[src/rtl/mem_stage.sv]
// RISC-V MEM stage: drives a ready/valid data-memory port for lw/sw/lb/lbu/sb,
// stalls upstream while an access is outstanding and registers the MEM/WB payload.
module mem_stage #(
  parameter int TIMEOUT = 255,
  parameter int XLEN    = 32
) (
  input  logic            clk,
  input  logic            rst_n,
  input  logic            in_valid,
  input  logic [XLEN-1:0] aluresult,
  input  logic [XLEN-1:0] writedata,
  input  logic            memread,
  input  logic            memwrite,
  input  logic            memtoreg,
  input  logic            regwrite,
  input  logic            bitype,
  input  logic            unsign,
  input  logic            branch,
  input  logic            zero,
  input  logic [4:0]      rd,
  output logic            dmem_req,
  output logic            dmem_we,
  output logic [XLEN-1:0] dmem_addr,
  output logic [XLEN-1:0] dmem_wdata,
  output logic [3:0]      dmem_wstrb,
  input  logic            dmem_ready,
  input  logic [XLEN-1:0] dmem_rdata,
  output logic            stall,
  output logic            pcsrc,
  output logic            err,
  output logic            wb_valid,
  output logic            wb_regwrite,
  output logic            wb_memtoreg,
  output logic [4:0]      wb_rd,
  output logic [XLEN-1:0] wb_aluresult,
  output logic [XLEN-1:0] wb_memdata
);

  typedef enum logic [0:0] {S_IDLE = 1'b0, S_ACCESS = 1'b1} state_t;

  localparam logic [7:0] CNT_LAST = 8'(TIMEOUT - 1);

  function automatic logic [31:0] fmt_wdata(input logic byte_op, input logic [31:0] data);
    if (byte_op) return {4{data[7:0]}};
    else         return data;
  endfunction

  function automatic logic [3:0] fmt_wstrb(input logic byte_op, input logic [1:0] off);
    if (byte_op) return 4'b0001 << off;
    else         return 4'b1111;
  endfunction

  function automatic logic [31:0] fmt_load(input logic byte_op, input logic zext,
                                           input logic [1:0] off, input logic [31:0] rdata);
    logic [7:0] b;
    b = rdata[{off, 3'b000} +: 8];
    if (!byte_op)  return rdata;
    else if (zext) return {24'h000000, b};
    else           return {{24{b[7]}}, b};
  endfunction

  state_t      r_state;
  state_t      w_next_state;
  logic [7:0]  r_count;
  logic        r_req, r_we, r_err;
  logic [31:0] r_addr, r_wdata;
  logic [3:0]  r_wstrb;
  logic        r_wb_valid, r_wb_regwrite, r_wb_memtoreg;
  logic [4:0]  r_wb_rd;
  logic [31:0] r_wb_aluresult, r_wb_memdata;

  logic        w_memop, w_misaligned, w_start, w_timeout, w_access;
  logic [31:0] w_load_data;

  assign w_memop      = in_valid & (memread | memwrite);
  assign w_misaligned = w_memop & ~bitype & (aluresult[1:0] != 2'b00);
  assign w_access     = (r_state == S_ACCESS);
  assign w_start      = (r_state == S_IDLE) & w_memop & ~w_misaligned;
  // ready in the last allowed cycle still wins over the abort
  assign w_timeout    = w_access & ~dmem_ready & (r_count == CNT_LAST);
  assign w_load_data  = fmt_load(bitype, unsign, aluresult[1:0], dmem_rdata);

  assign pcsrc        = in_valid & branch & zero;
  assign err          = r_err;
  assign dmem_req     = r_req;
  assign dmem_we      = r_we;
  assign dmem_addr    = r_addr;
  assign dmem_wdata   = r_wdata;
  assign dmem_wstrb   = r_wstrb;
  assign wb_valid     = r_wb_valid;
  assign wb_regwrite  = r_wb_regwrite;
  assign wb_memtoreg  = r_wb_memtoreg;
  assign wb_rd        = r_wb_rd;
  assign wb_aluresult = r_wb_aluresult;
  assign wb_memdata   = r_wb_memdata;

  // state register
  always_ff @(posedge clk or negedge rst_n) begin
    if (!rst_n) r_state <= S_IDLE;
    else        r_state <= w_next_state;
  end

  // next-state logic
  always_comb begin
    w_next_state = r_state;
    case (r_state)
      S_IDLE: begin
        if (w_start) w_next_state = S_ACCESS;
        else         w_next_state = S_IDLE;
      end
      S_ACCESS: begin
        if (dmem_ready || w_timeout) w_next_state = S_IDLE;
        else                         w_next_state = S_ACCESS;
      end
      default: w_next_state = S_IDLE;
    endcase
  end

  // stall releases in the completing cycle so upstream advances on that edge
  always_comb begin
    stall = 1'b0;
    case (r_state)
      S_IDLE:   stall = w_start;
      S_ACCESS: stall = ~dmem_ready & ~w_timeout;
      default:  stall = 1'b0;
    endcase
  end

  // wait-cycle counter, cleared whenever not waiting in ACCESS
  always_ff @(posedge clk or negedge rst_n) begin
    if (!rst_n)                       r_count <= 8'd0;
    else if (w_access && !dmem_ready) r_count <= r_count + 8'd1;
    else                              r_count <= 8'd0;
  end

  // memory request registers, held stable for the whole access
  always_ff @(posedge clk or negedge rst_n) begin
    if (!rst_n) begin
      r_req   <= 1'b0;
      r_we    <= 1'b0;
      r_addr  <= 32'h0000_0000;
      r_wdata <= 32'h0000_0000;
      r_wstrb <= 4'b0000;
    end else if (w_start) begin
      r_req   <= 1'b1;
      r_we    <= memwrite;
      r_addr  <= {aluresult[31:2], 2'b00};
      r_wdata <= fmt_wdata(bitype, writedata);
      r_wstrb <= fmt_wstrb(bitype, aluresult[1:0]);
    end else if (w_access && (dmem_ready || w_timeout)) begin
      r_req   <= 1'b0;
      r_we    <= 1'b0;
      r_addr  <= 32'h0000_0000;
      r_wdata <= 32'h0000_0000;
      r_wstrb <= 4'b0000;
    end else begin
      r_req   <= r_req;
    end
  end

  // sticky fault flag
  always_ff @(posedge clk or negedge rst_n) begin
    if (!rst_n)                                          r_err <= 1'b0;
    else if (((r_state == S_IDLE) && w_misaligned) || w_timeout) r_err <= 1'b1;
    else                                                 r_err <= r_err;
  end

  // MEM/WB pipeline register; stalled cycles insert a bubble
  always_ff @(posedge clk or negedge rst_n) begin
    if (!rst_n) begin
      r_wb_valid     <= 1'b0;
      r_wb_regwrite  <= 1'b0;
      r_wb_memtoreg  <= 1'b0;
      r_wb_rd        <= 5'd0;
      r_wb_aluresult <= 32'h0000_0000;
      r_wb_memdata   <= 32'h0000_0000;
    end else if ((r_state == S_IDLE) && !w_start) begin
      r_wb_valid     <= in_valid;
      r_wb_regwrite  <= regwrite & in_valid & ~w_misaligned;
      r_wb_memtoreg  <= memtoreg & in_valid & ~w_misaligned;
      r_wb_rd        <= rd;
      r_wb_aluresult <= aluresult;
      r_wb_memdata   <= 32'h0000_0000;
    end else if (w_access && dmem_ready) begin
      r_wb_valid     <= 1'b1;
      r_wb_regwrite  <= regwrite & ~memwrite;
      r_wb_memtoreg  <= memtoreg & ~memwrite;
      r_wb_rd        <= rd;
      r_wb_aluresult <= aluresult;
      r_wb_memdata   <= memwrite ? 32'h0000_0000 : w_load_data;
    end else if (w_timeout) begin
      r_wb_valid     <= 1'b1;
      r_wb_regwrite  <= 1'b0;
      r_wb_memtoreg  <= 1'b0;
      r_wb_rd        <= rd;
      r_wb_aluresult <= aluresult;
      r_wb_memdata   <= 32'h0000_0000;
    end else begin
      r_wb_valid     <= 1'b0;
      r_wb_regwrite  <= 1'b0;
      r_wb_memtoreg  <= 1'b0;
    end
  end

endmodule

[config.mk]
export PLATFORM = sky130hd
export DESIGN_NAME = mem_stage
export DESIGN_NICKNAME = d
export VERILOG_FILES = /design/src/rtl/mem_stage.sv
export SDC_FILE = /design/constraint.sdc
export NUM_CORES = 1
export LEC_CHECK = 0
export ABC_AREA = 1
export ABC_CLOCK_PERIOD_IN_PS = 1600
export CAP_MARGIN = 20
export CORE_UTILIZATION = 40
export DETAILED_ROUTE_END_ITERATION = 10
export PLACE_DENSITY = 0.75
export RECOVER_POWER = 50
export REMOVE_ABC_BUFFERS = 1
export SETUP_SLACK_MARGIN = 0.3
export SLEW_MARGIN = 25
export SYNTH_ARGS = -nofsm -noshare
export SYNTH_HDL_FRONTEND = slang
export SYNTH_SLANG_ARGS = --single-unit
export TNS_END_PERCENT = 5
[constraint.sdc]
create_clock -name clk -period 1.6 [get_ports clk]
set_input_delay 0.24 -clock clk [delete_from_list [all_inputs] [get_ports clk]]
set_output_delay 0.24 -clock clk [all_outputs]
set_load 0.02 [all_outputs]
## Yosys cells after proc, flatten, opt, wreduce, memory -nomap -nowiden

Index checks and enable logic that the tools add are counted.

- Bits in registers: 152
- Output and inout bits: 145
- Word-level logic and storage cells: 87

- Add/subtract/negate cells: 1
- Eq/ne operators: 1
- Shift-type cells: 2
- Mux-type cells: 34
- Bitwise operators: 23
- Reduce and logical (&&, ||, !) cells: 12

Operators with widths:

| kind | number |
|---|---|
| 32-bit 2-to-1 mux | 13 |
| 32-bit by 6-bit indexed part select with 8-bit output | 1 |
| 1-bit AND | 16 |
| 5-bit 2-to-1 mux | 3 |
| 1-bit 2-to-1 mux | 12 |
| 4-bit 2-to-1 mux | 3 |
| 8-bit by 1-bit adder with 8-bit output (second input constant) | 1 |
| 8-bit equality test (second input constant) | 1 |
| 8-bit 2-to-1 mux | 1 |
| 1-bit inverter | 6 |
| 1-bit logical AND | 5 |
| 1-bit case mux with 2 select lines | 2 |
| 2-bit nonzero test | 2 |
| 1-bit by 2-bit << shifter with 4-bit output (first input constant) | 1 |
| 3-bit nonzero test | 1 |
| 1-bit logical NOT | 2 |
| 1-bit logical OR | 2 |
| 1-bit OR | 1 |

## Logic depth before layout (Yosys ltp)

- Depth after elaboration: 9
- Mapped depth: 10
- Mapped depth without buffers: 9

## Least setup slack after synthesis

OpenSTA, ideal clock, no wires.

- Path kind: reg-to-reg
- Start point: reg r_count[0]
- End point: reg r_addr[23] (netlist: dmem_addr[23])
- Data arrival time: 1.326 ns
- Path slack: 0.156 ns
- Stages on the path, launching flop included: 10
- Path buffers: 2
- Period minus slack after synthesis: 1.444 ns
- Path through: dfrtp_1 inv_1 ha_1 nand2_1 nor2_1 nand3_2 buf_2 buf_2 nand4_1 nand2_1

- Word-level cells in the longest chain between the ends: 5

RTL lines:

| item | line | RTL |
|---|---|---|
| from (decl) | 64 | `logic [7:0] r_count;` |
| from (signal assigned) | 132 | `else if (w_access && !dmem_ready) r_count <= r_count + 8'd1;` |
| 8-bit equality test | 80 | `assign w_timeout = w_access & ~dmem_ready & (r_count == CNT_LAST);` |
| 1-bit AND | 80 |  |
| 1-bit logical OR | 150 | `end else if (w_access && (dmem_ready \|\| w_timeout)) begin` |
| 1-bit logical AND | 150 |  |
| 2-bit nonzero test (no source line) | - |  |
| to (signal assigned) | 147 | `r_addr <= {aluresult[31:2], 2'b00};` |
| to (decl) | 66 | `logic [31:0] r_addr, r_wdata;` |

No other way between the ends.
A chain may end at the register's enable or synchronous reset.

## Final worst setup path

- Start point: reg r_count[0]
- End point: out stall

- Word-level cells in the longest chain between the ends: 5

RTL lines:

| item | line | RTL |
|---|---|---|
| 8-bit equality test | 80 |  |
| 1-bit AND | 80 |  |
| 1-bit inverter | 124 | `S_ACCESS: stall = ~dmem_ready & ~w_timeout;` |
| 1-bit AND | 124 |  |
| 1-bit case mux with 2 select lines | 122 | `case (r_state)` |
| to (decl) | 28 | `output logic stall,` |

No other way between the ends.

==> results by stage <==
Global route:
- The number of antenna violations at the first check in global routing is 2.
- In the global route stage, overall resource usage came out at 25.9%.
- The leftover overflow at the end of global routing is 0.
- The number of global-route vias before repair is 6,641.
- The global-route wire length before repair is about 35,000 um.
- Entering global routing, the biggest net connects 79 pins.

Flow run:
- The max-cap violation count is 0.

Critical path:
- The data arrival at the endpoint of the critical path is 1.64 ns.
- STA classifies the critical path startpoint as a register.
- The worst register-to-register path begins at r_count[0]$_DFF_PN0_.
- The worst setup path is of the reg -> out kind.
- The critical path goes through inv_1 -> ha_2 -> inv_2 -> nor2_2 -> nand2_1 -> nand3b_1 -> nand2_2 -> buf_6.
- On the worst path, the slowest cell contributes a delay of 0.38 ns.
- STA classifies the critical path endpoint as an output pin.
- Counting both buffers and inverters, the worst setup path holds a total of 3.
- The capturing point of the worst reg2reg path is wb_memdata[27]$_DFFE_PN0P_.
- The slowest library cell on the worst path is dfrtp_1.
- The total stage count of the critical path is 8.
- The cell family contributing the most delay on the critical path is simple AND/OR/NAND/NOR gates.
- The critical path ends at stall.
- The required time of the critical path is 1.36 ns.
- The worst setup path startpoint is r_count[0]$_DFF_PN0_.
- The worst register-to-register path has a depth of 12.
- In this run the worst path has a maximum fanout of 2.
- The setup slack of the worst register-to-register path is -0.18 ns.

Synth:
- The dominant cell by count in the synthesized netlist is nand2_1.
- The synthesized netlist cell count is approximately 830.
- The number of distinct library cell variants in the gate-level netlist after synthesis is 25.
- The leading area contributor after synthesis is dfrtp_1.
- In the synthesized netlist, the cells that appear most often are nand2_1, dfrtp_1, nand4_1.
- The fraction of post-synthesis cell area in the top cell type by area is 55.3%.
- For this run, the number of Yosys warnings is 0.
- In the synthesized netlist the dominant register cell turns out to be dfrtp_1.
- The average instance in the mapped netlist occupies 8.14 um2.
- In the post-synthesis netlist, the biggest area contributors are dfrtp_1, nand2_1, nand4_1, nand3_1, or2_2.
- After synthesis, the share of flip-flops with an asynchronous set or reset is 100%.
- The number of enable flip-flop cells after synthesis is 0.
- After synthesis, flip-flops and latches occupy ~55% of the total area.
- After synthesis the netlist holds a flip-flop and latch count of 150.
- In this run the cell area of the synthesized design comes to approximately 6800 um2.

Place:
- Summing all placed instances gives a cell area of 9870 um2.
- The number of buffers added on ports is 255.
- After detailed placement, the design holds a cell count of about 1,300.
- The HPWL after detailed placement is 14,600 um.
- The congestion estimate from routability-driven global placement came to 0.843.
- The worst slack at placement is -0.501 ns.

Floorplanning:
- The overall die area is roughly 18,000 um2.
- The row count is 47.
- The number of I/O pins is 258.
- The horizontal extent of the die is 132 um.
- The die outline height is 132 um.
- In this run the standard cell core region covers 16,600 um2.
- For this configuration, the core starts out at a cell density of roughly two fifths.

Power:
- In this run the static leakage power is 5.46 nW.
- IR analysis of the VDD net gives a maximum drop of 0.000781 V.
- The total chip power is 0.0117 W.
- In this run the power density over the cells is roughly 1200 nW/um2.

Timing:
- Of the available clock period, the critical path in the final layout requires 117%.
- The clock tree skew after final layout is 0.00637 ns.
- The max-slew headroom at the worst pin is 13.5%.
- For the pin with the worst max-slew slack, the measured transition is 1.30 ns.
- The achievable frequency is 533 MHz.
- The count of pins over their slew limit came to 0.
- The worst setup margin is -0.277 ns.
- The minimum clock period is 1.88 ns.
- The number of setup violations in the final report is 71.
- Setup repair after global routing could not meet its margin everywhere.
- The final-report hold violation count is 0.

CTS:
- The clock drives 150 sinks.
- TritonCTS built the clock tree.
- The CTS buffer count is 17.
- The clock root buffer is clkbuf_16.
- The deepest clock path buffer count is 2.
- After clock tree synthesis, the clock-pin slew on the worst setup and hold paths is ~0.060 ns.
- The H-tree was split into 4 levels.
- Clock latency on the worst-skew pair, taken at its later pin, is 0.42 ns.

Worst hold path:
- The type of the tightest min-delay check is in -> reg.
- The startpoint identified for the worst hold timing path is in_valid.

Status:
- The run finished, with violations left.
- The checks that failed: negative setup slack.

Detailed routing:
- The detailed-route wire length is 22,500 um.
- Before antenna repair, the detailed router went through 5 iterations.
- The overall via count from detail_route is 6,848.
- The detailed router finished its first iteration with 341 violations.
- Dividing the detail-routed wire length by the instance count gives 16.8 um.
- Dividing the detail-routed via count by the number of cells gives 5.12.
- Once detail routing completed, the nets flagged for antenna violations numbered 0.
- The total DRC errors in the routed layout is 0.

Final layout:
- The finished cells cover ~10,000 um2.
- The net total in the final layout is around 1,200.
- The fraction of the core area covered by cells at the end of the flow is 60.8%.
- The finished layout holds 1,337 standard cells, fillers aside.
- After filler insertion, the fill cell instance count of the layout stands at 1,524.
- The fraction of layout cells with a size suffix above 1 is between 10% and 20%.
- The growth of design area from synthesis to finish is 48.3%.
[registers in the layout (all words and copies together), names as in the netlist]
signal / flops
wb_valid: 1
wb_regwrite: 1
wb_aluresult: 32
dmem_req: 1
wb_memdata: 32
dmem_addr: 30
dmem_we: 1
wb_memtoreg: 1
dmem_wdata: 32
dmem_wstrb: 4
r_count: 8
r_state: 1
err: 1
wb_rd: 5
[cell type report]
cell class	instances	area (um2)	area share [%]
flip-flops and latches	150	3750	37.3
multi-input cells	610	2750	27.3
repair buffers	309	2650	26.3
clock buffers	18	429	4.26
well taps	220	275	2.73
clock inverters	14	165	1.64
inverters	15	56.3	0.559
diodes	1	2.50	0.0248
[logic make-up (layout without fill, tap and decap cells)]
| group | count (synthesis) | after routing | synth area share [%] |
|---|---|---|---|
| compound gates | 12 | 12 | 0.995 |
| other cells | 1 | 3 | 0.0552 |
| buf+inv | 75 | 356 | 4.96 |
| xor+xnor | 1 | 1 | 0.129 |
| fa+ha+maj | 2 | 2 | 0.368 |
| simple gates | 593 | 593 | 38.2 |
| flops | 150 | 150 | 55.3 |
[worst reg2reg max path, cell delays in order (launching register included)]
cell	delay (ns)
dfrtp_1	0.38
inv_1	0.06
ha_2	0.18
inv_2	0.04
nor2_2	0.08
nand2_1	0.08
nand3b_1	0.14
nand2_2	0.11
buf_4	0.16
buf_12	0.14
clkbuf_16	0.18
nand2_1	0.07
nand2_1	0.05
[repair_timing]
item | in CTS | in global routing
hold buffers | 1 | 0
hold endpoints to repair | 36 | 0
resized for setup | 433 | 16
endpoints found under the setup margin | 283 | 198
buffers inserted | 3 | 0
pin swaps | 67 | 63
gates cloned | 1 | 2
[power by group]
group / switching [W] / total, W / internal (W)
Combinational: 0.00185 / 0.00301 / 0.00116
Sequential: 0.000267 / 0.00458 / 0.00431
Clock: 0.00173 / 0.00408 / 0.00235
[cell usage in the layout, fill, tap and decap left out, drive strengths merged]
master         Yosys  routed
nand2            405     405
dfrtp            150     150
buf               36     143
clkdlybuf4s50      0     109
nand4             91      91
dlygate4sd2        0      50
nand3             48      48
or2               24      24
clkbuf            24      24
inv               15      23
nor2              22      22
a21oi              4       4
o21ai              4       4
o21a               2       2
a31oi              2       2
ha                 2       2
conb               1       2
clkinv             0       2
clkinvlp           0       2
bufinv             0       2
diode              0       1
xnor2              1       1
and3               1       1
nand3b             1       1
nor3               1       1
dlygate4sd3        0       1
[how the worst min path moves through the flow]
stage / to / slack, ns / cells past startpoint
global route: wb_valid$_DFF_PN0_ / 0.25 / 3
CTS: wb_valid$_DFF_PN0_ / 0.24 / 3
finish: wb_valid$_DFF_PN0_ / 0.26 / 3
detailed placement: wb_regwrite$_DFF_PN0_ / 0.23 / 1
global placement: wb_memtoreg$_DFF_PN0_ / 0.23 / 1
floorplan: dmem_addr[10]$_DFFE_PN0P_ / -0.06 / 0
[stage by stage]
step,hold slack [ns],setup TNS (ns)
floorplan,-0.0556,-216.63
detailed placement,0.227,-44.26
global placement,0.227,-41.57
CTS,0.243,-11.83
global route,0.255,-25.41
finish,0.257,-11.06
[layer usage]
metal  vias to the layer above  part of all wire [%]  global-route usage, %
met4                         2                   2.3                   10.0
met2                       294                    47                   41.5
met3                        40                   9.0                   7.46
li1                       3259                     -                      -
met5                         -                 0.062                      0
met1                      3253                    42                   33.3
Note: power is estimated with default switching activity, not from simulation.
